===== config.mk =====
export PLATFORM = sky130hd
export DESIGN_NAME = reg_dump_reader
export DESIGN_NICKNAME = d
export VERILOG_FILES = /design/src/rtl/reg_dump_reader_pkg.sv /design/src/rtl/reg_dump_reader_dump_idx_counter.sv /design/src/rtl/reg_dump_reader.sv
export SDC_FILE = /design/constraint.sdc
export NUM_CORES = 1
export LEC_CHECK = 0
export CORE_MARGIN = 2
export CORE_UTILIZATION = 47
export CTS_BUF_LIST = sky130_fd_sc_hd__clkbuf_4 sky130_fd_sc_hd__clkbuf_8
export DETAILED_ROUTE_END_ITERATION = 16
export PLACE_DENSITY = 0.94
export SYNTH_ARGS = -nofsm -noshare
export SYNTH_HDL_FRONTEND = slang
export SYNTH_HIERARCHICAL = 1
export SYNTH_SLANG_ARGS = --single-unit

===== constraint.sdc =====
create_clock -name clk -period 4.3 [get_ports clk]
set_input_delay 0.86 -clock clk [delete_from_list [all_inputs] [get_ports clk]]
set_output_delay 0.86 -clock clk [all_outputs]
set_load 0.01 [all_outputs]

===== src/rtl/reg_dump_reader_pkg.sv =====
// Shared types and constants for the register dump reader.
// REG_DUMP_SKIP_ZERO_EN selects whether the walk skips hardwired register 0.
package reg_dump_reader_pkg;

  typedef enum logic [1:0] {
    StIdle = 2'd0,
    StRead = 2'd1,
    StWait = 2'd2,
    StDone = 2'd3
  } state_e;

  localparam int unsigned NUM_REGS_DEF = 32;
  localparam int unsigned ADDR_W_DEF   = 5;
  localparam int unsigned DATA_W_DEF   = 32;

`ifdef REG_DUMP_SKIP_ZERO_EN
  localparam int unsigned FIRST_IDX = 1;
`else
  localparam int unsigned FIRST_IDX = 0;
`endif

endpackage


===== src/rtl/reg_dump_reader_dump_idx_counter.sv =====
// Register index counter for the dump walk: clear, load of the first index,
// increment, and a flag marking the last register.
module dump_idx_counter #(
  parameter int unsigned ADDR_W    = 5,
  parameter int unsigned NUM_REGS  = 32,
  parameter int unsigned FIRST_IDX = 0
) (
  input  logic              clk,
  input  logic              rst,
  input  logic              clr,
  input  logic              load,
  input  logic              inc,
  output logic [ADDR_W-1:0] idx,
  output logic              last
);

  assign last = (idx == ADDR_W'(NUM_REGS - 1));

  always_ff @(posedge clk) begin
    if (!rst) begin
      idx <= '0;
    end else if (clr) begin
      idx <= '0;
    end else if (load) begin
      idx <= ADDR_W'(FIRST_IDX);
    end else if (inc && !last) begin
      // Saturating at the last index keeps out_idx inside the register range.
      idx <= idx + 1'b1;
    end
  end

endmodule


===== src/rtl/reg_dump_reader.sv =====
// Walks the register file read port and streams each value over valid/ready.
// Build option REG_DUMP_SKIP_ZERO_EN starts the walk at register 1.
module reg_dump_reader
  import reg_dump_reader_pkg::*;
#(
  parameter int unsigned DATA_W   = DATA_W_DEF,
  parameter int unsigned NUM_REGS = NUM_REGS_DEF,
  parameter int unsigned ADDR_W   = ADDR_W_DEF
) (
  input  logic              clk,
  input  logic              rst,
  input  logic              start,
  input  logic              abort,
  output logic [ADDR_W-1:0] rd_addr,
  input  logic [DATA_W-1:0] rd_data,
  output logic              out_valid,
  input  logic              out_ready,
  output logic [DATA_W-1:0] out_data,
  output logic [ADDR_W-1:0] out_idx,
  output logic              busy,
  output logic              done
);

  state_e            state_q;
  logic [ADDR_W-1:0] idx;
  logic              last;
  logic              cnt_clr;
  logic              cnt_load;
  logic              cnt_inc;

  always_comb begin
    cnt_load = (state_q == StIdle) && start && !abort;
    cnt_clr  = ((state_q != StIdle) && abort) || (state_q == StDone);
    cnt_inc  = (state_q == StWait) && out_valid && out_ready && !abort && !last;
  end

  dump_idx_counter #(
    .ADDR_W   (ADDR_W),
    .NUM_REGS (NUM_REGS),
    .FIRST_IDX(FIRST_IDX)
  ) u_idx_counter (
    .clk (clk),
    .rst (rst),
    .clr (cnt_clr),
    .load(cnt_load),
    .inc (cnt_inc),
    .idx (idx),
    .last(last)
  );

  assign rd_addr = idx;

  always_ff @(posedge clk) begin
    if (!rst) begin
      state_q   <= StIdle;
      out_valid <= 1'b0;
      out_data  <= '0;
      out_idx   <= '0;
      busy      <= 1'b0;
      done      <= 1'b0;
    end else begin
      done <= 1'b0;
      unique case (state_q)
        StIdle: begin
          if (start && !abort) begin
            state_q <= StRead;
            busy    <= 1'b1;
          end
        end
        StRead: begin
          if (abort) begin
            state_q <= StIdle;
            busy    <= 1'b0;
          end else begin
            // Snapshot here; later writes to this register do not reach the sink.
            out_data  <= rd_data;
            out_idx   <= idx;
            out_valid <= 1'b1;
            state_q   <= StWait;
          end
        end
        StWait: begin
          if (abort) begin
            state_q   <= StIdle;
            out_valid <= 1'b0;
            busy      <= 1'b0;
          end else if (out_ready) begin
            out_valid <= 1'b0;
            if (last) begin
              state_q <= StDone;
              done    <= 1'b1;
            end else begin
              state_q <= StRead;
            end
          end
        end
        StDone: begin
          state_q <= StIdle;
          busy    <= 1'b0;
        end
        default: begin
          state_q <= StIdle;
          busy    <= 1'b0;
        end
      endcase
    end
  end

endmodule


==> load_flow_metrics.sql, run 1 <==
INSERT INTO impl_metrics (metric_group, metric, value, unit) VALUES
('routing', 'via_to_cell_ratio', '4.90', ''),
('critical_path', 'start_kind', 'primary input', ''),
('layout', 'area_delta_synth_final', '45.4', '%'),
('yosys', 'synth_top_flop_cell', 'dfxtp_1', ''),
('timing', 'finalSetupViolCount', '0', ''),
('global_route', 'grt_first_pass_wirelength', '7740', 'um'),
('cts', 'clock_insertion_delay_worst_skew', '280', 'ps'),
('floorplan', 'fp.dieW', '69.1', 'um'),
('routing', 'post_dr_wirelength_cell', '13.1', 'um'),
('routing', 'firstDrtPassIters', '4', ''),
('global_route', 'vias_in_the_first_global_route', '1728', ''),
('job', 'max_cap_viol', '0', ''),
('timing', 'fin_tns_setup', '0', 'ps'),
('routing', 'initialDrtViolationCount', '101', ''),
('cts', 'post-cts-setup-buffer-count', '0', ''),
('cts', 'tritoncts', 'done', ''),
('cts', 'maximum_count_of_clock_buffers_along_a_single_path', '2', ''),
('timing', 'timing_worst_slew_pin_value', '712', 'ps'),
('routing', 'top_signal_layer_used', 'met4', ''),
('cts', 'cts_inserted_buffers', '5', ''),
('critical_path', 'cp-end-kind', 'register', ''),
('yosys', 'synth_largest_area_cell', 'dfxtp_1', ''),
('yosys', 'post_synth.cell_area_avg', '8.78', 'um2'),
('yosys', 'synth_warnings', '6', ''),
('critical_path', 'path_class', 'primary input to register', ''),
('timing', 'timing.final.crit_share', '58.3', '%'),
('timing', 'max_freq', '399', 'MHz'),
('timing', 'timing_max_transition_violations_final', '0', ''),
('pwr', 'total_leakage_power', '0.00106', 'uW'),
('yosys', 'yosys.area.top_type_share', '47.2', '%'),
('floorplan', 'num_rows', '23', ''),
('floorplan', 'initial_core_util', '49.5', '%'),
('layout', 'nNetsFinal', '349', ''),
('floorplan', 'fp.dieH', '69.1', 'um'),
('place', 'place.gp.congestion', '0.822', ''),
('timing', 'rsz0062_at_grt', 'no', ''),
('layout', 'number_of_antenna_cells_inserted', '0', ''),
('place', 'port_buffers', '81', ''),
('timing', 'final-hold-violation-count', '0', ''),
('routing', 'route.met2.wl', '2410', 'um'),
('layout', 'final.fill_count', '315', ''),
('critical_path', 'critPathRequiredTime', '4500', 'ps'),
('min_path', 'hold_path_class', 'register to register', ''),
('critical_path', 'critPathArrivalTime', '2710', 'ps'),
('pwr', 'p_per_area', '336', 'mW/mm2'),
('cts', 'cells_resized_by_post_cts_repair', '0', ''),
('routing', 'remaining_drc_errors', '0', ''),
('yosys', 'post_synth_instance_area', '0.00199', 'mm2'),
('global_route', 'grt_max_degree', '31', ''),
('yosys', 'yosys.cell_types.count', '31', ''),
('yosys', 'synth-seq-cells', '47', ''),
('global_route', 'initial_antenna_violation_count', '0', ''),
('timing', 'fin_skew', '4.68', 'ps'),
('yosys', 'synth-edff-count', '0', ''),
('routing', 'vias', '1746', ''),
('routing', 'met3RoutedLength', '200', 'um'),
('yosys', 'postSynthCellCount', '227', ''),
('cts', 'holdBufCountCts', '0', ''),
('routing', 'drt_wl_total', '4650', 'um'),
('place', 'hpwlAfterDp', '3440', 'um'),
('yosys', 'post_synth_net_total', '271', ''),
('cts', 'cts_root_buf', 'clkbuf_8', ''),
('cts', 'cts_sinks', '47', ''),
('global_route', 'groute.usage.overall', '19.4', '%'),
('critical_path', 'reg2regPathDepth', '7', ''),
('floorplan', 'die_area', '0.00478', 'mm2'),
('critical_path', 'largest_fanout_on_the_critical_path', '20', ''),
('yosys', 'postSynth.asyncResetShare', '0', '%'),
('floorplan', 'io-pin-count', '82', ''),
('timing', 'final.min_clock_period', '2510', 'ps'),
('yosys', 'yosysSeqAreaShare', '47.2', '%'),
('status', 'status', 'finished, final reports clean', ''),
('layout', 'drive_above_1_share', '4.90', '%'),
('routing', 'route.layer.met1.wl', '2010', 'um'),
('cts', 'cts.htree.levels', '2', ''),
('layout', 'post-route-util', '71.9', '%'),
('cts', 'cts.reportedPaths.clkPinSlew', '80', 'ps'),
('min_path', 'hold_depth', '2', ''),
('floorplan', 'core_area', '0.00403', 'mm2'),
('pwr', 'worst_ir_drop_on_vdd', '0.227', 'mV'),
('global_route', 'grt-ovfl-total', '0', ''),
('timing', 'max_slew_margin', '52.3', '%'),
('routing', 'drtAntennaViolNets', '0', ''),
('yosys', 'synth.top_cells.by_area', 'dfxtp_1 47%, nand2_1 15%, a21boi_0 12%', '');
cell usage after synthesis (2+ instances only):
cell type	instances
a21boi_0	31
a21boi_1	8
a21oi_1	5
buf_4	5
buf_6	4
clkbuf_1	4
dfxtp_1	47
ha_1	7
inv_1	4
mux2i_1	2
nand2_1	81
nand2b_1	5
nor2_1	2
nor2b_1	3
o21ai_0	3
cells by family after synthesis:
group	Yosys count	synth area share, %
fa+ha+maj	7	4.39
simple gates	102	22.8
mux	2	1.00
compound gates	50	18.1
buf+inv	17	5.65
xor+xnor	2	0.879
flops	47	47.2
metal layers:
layer / vias up / GRT usage [%]
li1: 894 / -
met1: 807 / 22.5
met2: 41 / 35.3
met3: 4 / 5.26
met4: 0 / 4.79
met5: - / 0
worst max-delay path, stage by stage:
cell,delay [ps]
clkdlybuf4s50_1,650
nand2b_1,590
buf_4,350
nand2_1,70
a21boi_0,180
state kept, by name, summed over array words and instances (netlist names):
name	count
out_data	32
out_idx	5
busy	1
done	1
u_idx_counter/idx	5
out_valid	1
state_q	2
per-stage QoR:
step / setup slack (ps) / cells / total power [uW] / instance area (um2) / hold slack [ps]
CTS: 1800 / 356 / 984 / 2900 / 462
global route: 1630 / 356 / 1030 / 2900 / 473
finish: 1790 / 356 / 974 / 2900 / 461
floorplan: 2250 / 227 / 605 / 1990 / 468
detailed placement: 1500 / 348 / 701 / 2790 / 451
global placement: 1590 / 348 / 694 / 2790 / 442
power by group:
| group | internal (uW) | total (uW) | leakage, uW | switching [uW] |
|---|---|---|---|---|
| registers | 464 | 481 | 0.000381 | 17.2 |
| clock network | 153 | 284 | 0.0000549 | 131 |
| logic | 113 | 209 | 0.000620 | 96.7 |
| total | 729 | 974 | 0.00106 | 245 |
final cells by class:
type	count	area, um2	share of cell area [%]
Tap cell	50	62.6	2.16
Inverter	4	15.0	0.518
Multi-Input combinational cell	163	942	32.5
Clock buffer	8	104	3.58
Sequential cell	47	941	32.5
Timing Repair Buffer	84	833	28.8
path summary, 6_finish.rpt:
path	from	endpoint	slack (ps)
setup / recovery	abort	out_data[26]	1790
hold / removal	out_data[2]	out_data[2]	460
setup reg to reg	u_idx_counter/idx[0]	u_idx_counter/idx[3]	2240
hold reg to reg	out_data[2]	out_data[2]	460
placed cells by master, fill, tap and decap left out:
master / instances
or3_1: 1
a21boi_1: 8
or3b_2: 1
mux2i_1: 2
and4b_1: 1
nand2b_4: 1
and3b_1: 1
and3_1: 1
o21a_1: 1
inv_1: 4
dfxtp_1: 47
clkbuf_4: 1
nand2b_1: 5
or4b_1: 1
buf_4: 3
and2b_1: 1
clkdlybuf4s50_1: 81
nand2_1: 81
xor2_1: 1
nor2b_2: 1
xnor2_1: 1
a22oi_2: 1
nand3b_1: 1
a21boi_0: 31
a21oi_1: 5
nor2b_1: 2
and4_1: 1
nor2_1: 2
a21o_1: 1
clkbuf_8: 7
o21ai_0: 3
ha_1: 7
nand3_1: 1
Power figures use the tool's default switching activity.
==> run 2, diff against run 1 <==
--- a/config.mk
+++ b/config.mk
@@ -6,10 +6,10 @@
 export NUM_CORES = 1
 export LEC_CHECK = 0
 export CORE_MARGIN = 2
-export CORE_UTILIZATION = 47
+export CORE_UTILIZATION = 44
 export CTS_BUF_LIST = sky130_fd_sc_hd__clkbuf_4 sky130_fd_sc_hd__clkbuf_8
 export DETAILED_ROUTE_END_ITERATION = 16
-export PLACE_DENSITY = 0.94
+export PLACE_DENSITY = 0.89
 export SYNTH_ARGS = -nofsm -noshare
 export SYNTH_HDL_FRONTEND = slang
 export SYNTH_HIERARCHICAL = 1
==> constraint.sdc (replaced) <==
create_clock -name clk -period 2.6 [get_ports clk]
set_input_delay 0.52 -clock clk [delete_from_list [all_inputs] [get_ports clk]]
set_output_delay 0.52 -clock clk [all_outputs]
set_load 0.01 [all_outputs]
==> load_flow_metrics.sql, run 2 (synthesis gave the netlist of run 1 again) <==
INSERT INTO impl_metrics (metric_group, metric, value, unit) VALUES
('timing', 'rsz0062_at_grt', 'no', ''),
('global_route', 'grt-ovfl-total', '0', ''),
('layout', 'nNetsFinal', '352', ''),
('layout', 'largestRegisters', 'out_data x32, out_idx x5, u_idx_counter/idx x5', ''),
('global_route', 'grt_first_pass_wirelength', '7620', 'um'),
('routing', 'drt_wl_total', '4560', 'um'),
('pwr', 'p_per_area', '599', 'mW/mm2'),
('layout', 'most-common-layout-cells', '81 x nand2_1, 81 x clkdlybuf4s50_1, 47 x dfxtp_1', ''),
('cts', 'cts_inserted_buffers', '5', ''),
('cts', 'cells_resized_by_post_cts_repair', '0', ''),
('cts', 'holdBufCountCts', '0', ''),
('timing', 'final-hold-violation-count', '0', ''),
('layout', 'drive_above_1_share', '5.83', '%'),
('timing', 'timing_worst_slew_pin_value', '383', 'ps'),
('cts', 'post-cts-setup-buffer-count', '0', ''),
('job', 'max_cap_viol', '0', ''),
('cts', 'clock_insertion_delay_worst_skew', '290', 'ps'),
('global_route', 'grt_max_degree', '35', ''),
('routing', 'remaining_drc_errors', '0', ''),
('layout', 'flip_flop_count_of_the_largest_register_all_copies_and_words_added', '32', ''),
('routing', 'firstDrtPassIters', '4', ''),
('critical_path', 'largest_fanout_on_the_critical_path', '6', ''),
('status', 'status', 'finished, final reports clean', ''),
('layout', 'number_of_antenna_cells_inserted', '0', ''),
('floorplan', 'io-pin-count', '82', ''),
('routing', 'vias', '1771', ''),
('timing', 'final.min_clock_period', '1980', 'ps'),
('layout', 'registers.top_by_ff_count', 'out_data', ''),
('cts', 'cts.reportedPaths.clkPinSlew', '80', 'ps'),
('critical_path', 'critPathArrivalTime', '2200', 'ps'),
('floorplan', 'fp.dieH', '71.3', 'um'),
('cts', 'cts_sinks', '47', ''),
('global_route', 'vias_in_the_first_global_route', '1699', ''),
('floorplan', 'die_area', '0.00508', 'mm2'),
('pwr', 'worst_ir_drop_on_vdd', '0.347', 'mV'),
('pwr', 'total_leakage_power', '0.00108', 'uW'),
('routing', 'post_dr_wirelength_cell', '12.6', 'um'),
('global_route', 'initial_antenna_violation_count', '0', ''),
('timing', 'max_freq', '506', 'MHz'),
('critical_path', 'cp-end-kind', 'register', ''),
('layout', 'area_delta_synth_final', '48.3', '%'),
('cts', 'cts.htree.levels', '2', ''),
('critical_path', 'critPathRequiredTime', '2820', 'ps'),
('global_route', 'groute.usage.overall', '18.6', '%'),
('timing', 'timing.final.crit_share', '76.0', '%'),
('timing', 'finalSetupViolCount', '0', ''),
('place', 'place.gp.congestion', '0.860', ''),
('routing', 'drtAntennaViolNets', '0', ''),
('place', 'detailed_place.area', '0.00282', 'mm2'),
('routing', 'initialDrtViolationCount', '54', ''),
('layout', 'design_area_final', '0.00296', 'mm2'),
('place', 'port_buffers', '81', ''),
('floorplan', 'initial_core_util', '45.8', '%'),
('timing', 'fin_tns_setup', '0', 'ps'),
('floorplan', 'fp.dieW', '71.3', 'um'),
('min_path', 'hold_path_class', 'register to register', ''),
('cts', 'maximum_count_of_clock_buffers_along_a_single_path', '2', ''),
('routing', 'via_to_cell_ratio', '4.91', ''),
('timing', 'max_slew_margin', '74.4', '%'),
('timing', 'fin_skew', '5.52', 'ps'),
('critical_path', 'path_class', 'register to register', ''),
('cts', 'tritoncts', 'done', ''),
('place', 'hpwlAfterDp', '3390', 'um'),
('floorplan', 'num_rows', '24', ''),
('cts', 'cts_root_buf', 'clkbuf_8', ''),
('floorplan', 'core_area', '0.00435', 'mm2'),
('timing', 'timing_max_transition_violations_final', '0', ''),
('critical_path', 'start_kind', 'register', '');
## run 2: cell count changes in the layout (fill, tap and decap cells not counted), sizes merged
| cell | previous run | this run |
|---|---|---|
| buf | 3 | 6 |
| bufinv | 0 | 2 |
| clkbuf | 8 | 6 |
## run 2: critical path, stage by stage (launching register included)
cell      delay [ps]
dfxtp_1          370
ha_1             230
and3_1           180
ha_1             230
and4b_1          350
nand2b_4          70
or3_1            340
a21oi_1          140
## run 2: layer usage
| layer | wire length, um | GRT usage [%] | vias to the layer above | part of all wire, % |
|---|---|---|---|---|
| met5 | 0 | 0 | - | 0 |
| met4 | 28 | 4.40 | 0 | 0.61 |
| met3 | 230 | 4.08 | 5 | 5.0 |
| met2 | 2400 | 34.0 | 55 | 53 |
| met1 | 1900 | 22.0 | 812 | 42 |
| li1 | - | - | 899 | - |
## run 2: through the flow
stage | total power (uW) | hold slack [ps] | util, % | std cells | worst slack, ps
5_1_grt | 1860 | 481 | 67.9 | 361 | 534
4_1_cts | 1800 | 458 | 67.9 | 361 | 639
2_1_floorplan | 1000 | 468 | - | 227 | 722
3_5_place_dp | 1170 | 447 | 64.7 | 353 | 522
3_3_place_gp | 1160 | 440 | 64.7 | 353 | 536
6_report | 1770 | 454 | 67.9 | 361 | 625
## run 2: area by class of cell
type | count | area [um2]
inverter | 4 | 15.0
tap | 52 | 65.1
multi-input combinational | 163 | 942
clock inverter | 2 | 60.1
clock buffer | 6 | 76.3
fill | 366 | 1400
sequential | 47 | 941
timing repair buffer | 87 | 856
## run 2: power breakdown
group	total, uW	switching (uW)	internal (uW)
clock	621	226	394
combinational	356	163	193
sequential	793	26.0	767
## run 2: worst paths after layout
path                         from                    to  slack [ps]  depth (start not counted)
min reg2reg           out_data[6]           out_data[6]         450                          2
max reg2reg  u_idx_counter/idx[0]  u_idx_counter/idx[3]         620                          7
min                   out_data[6]           out_data[6]         450                          2
max          u_idx_counter/idx[0]  u_idx_counter/idx[3]         620                          7
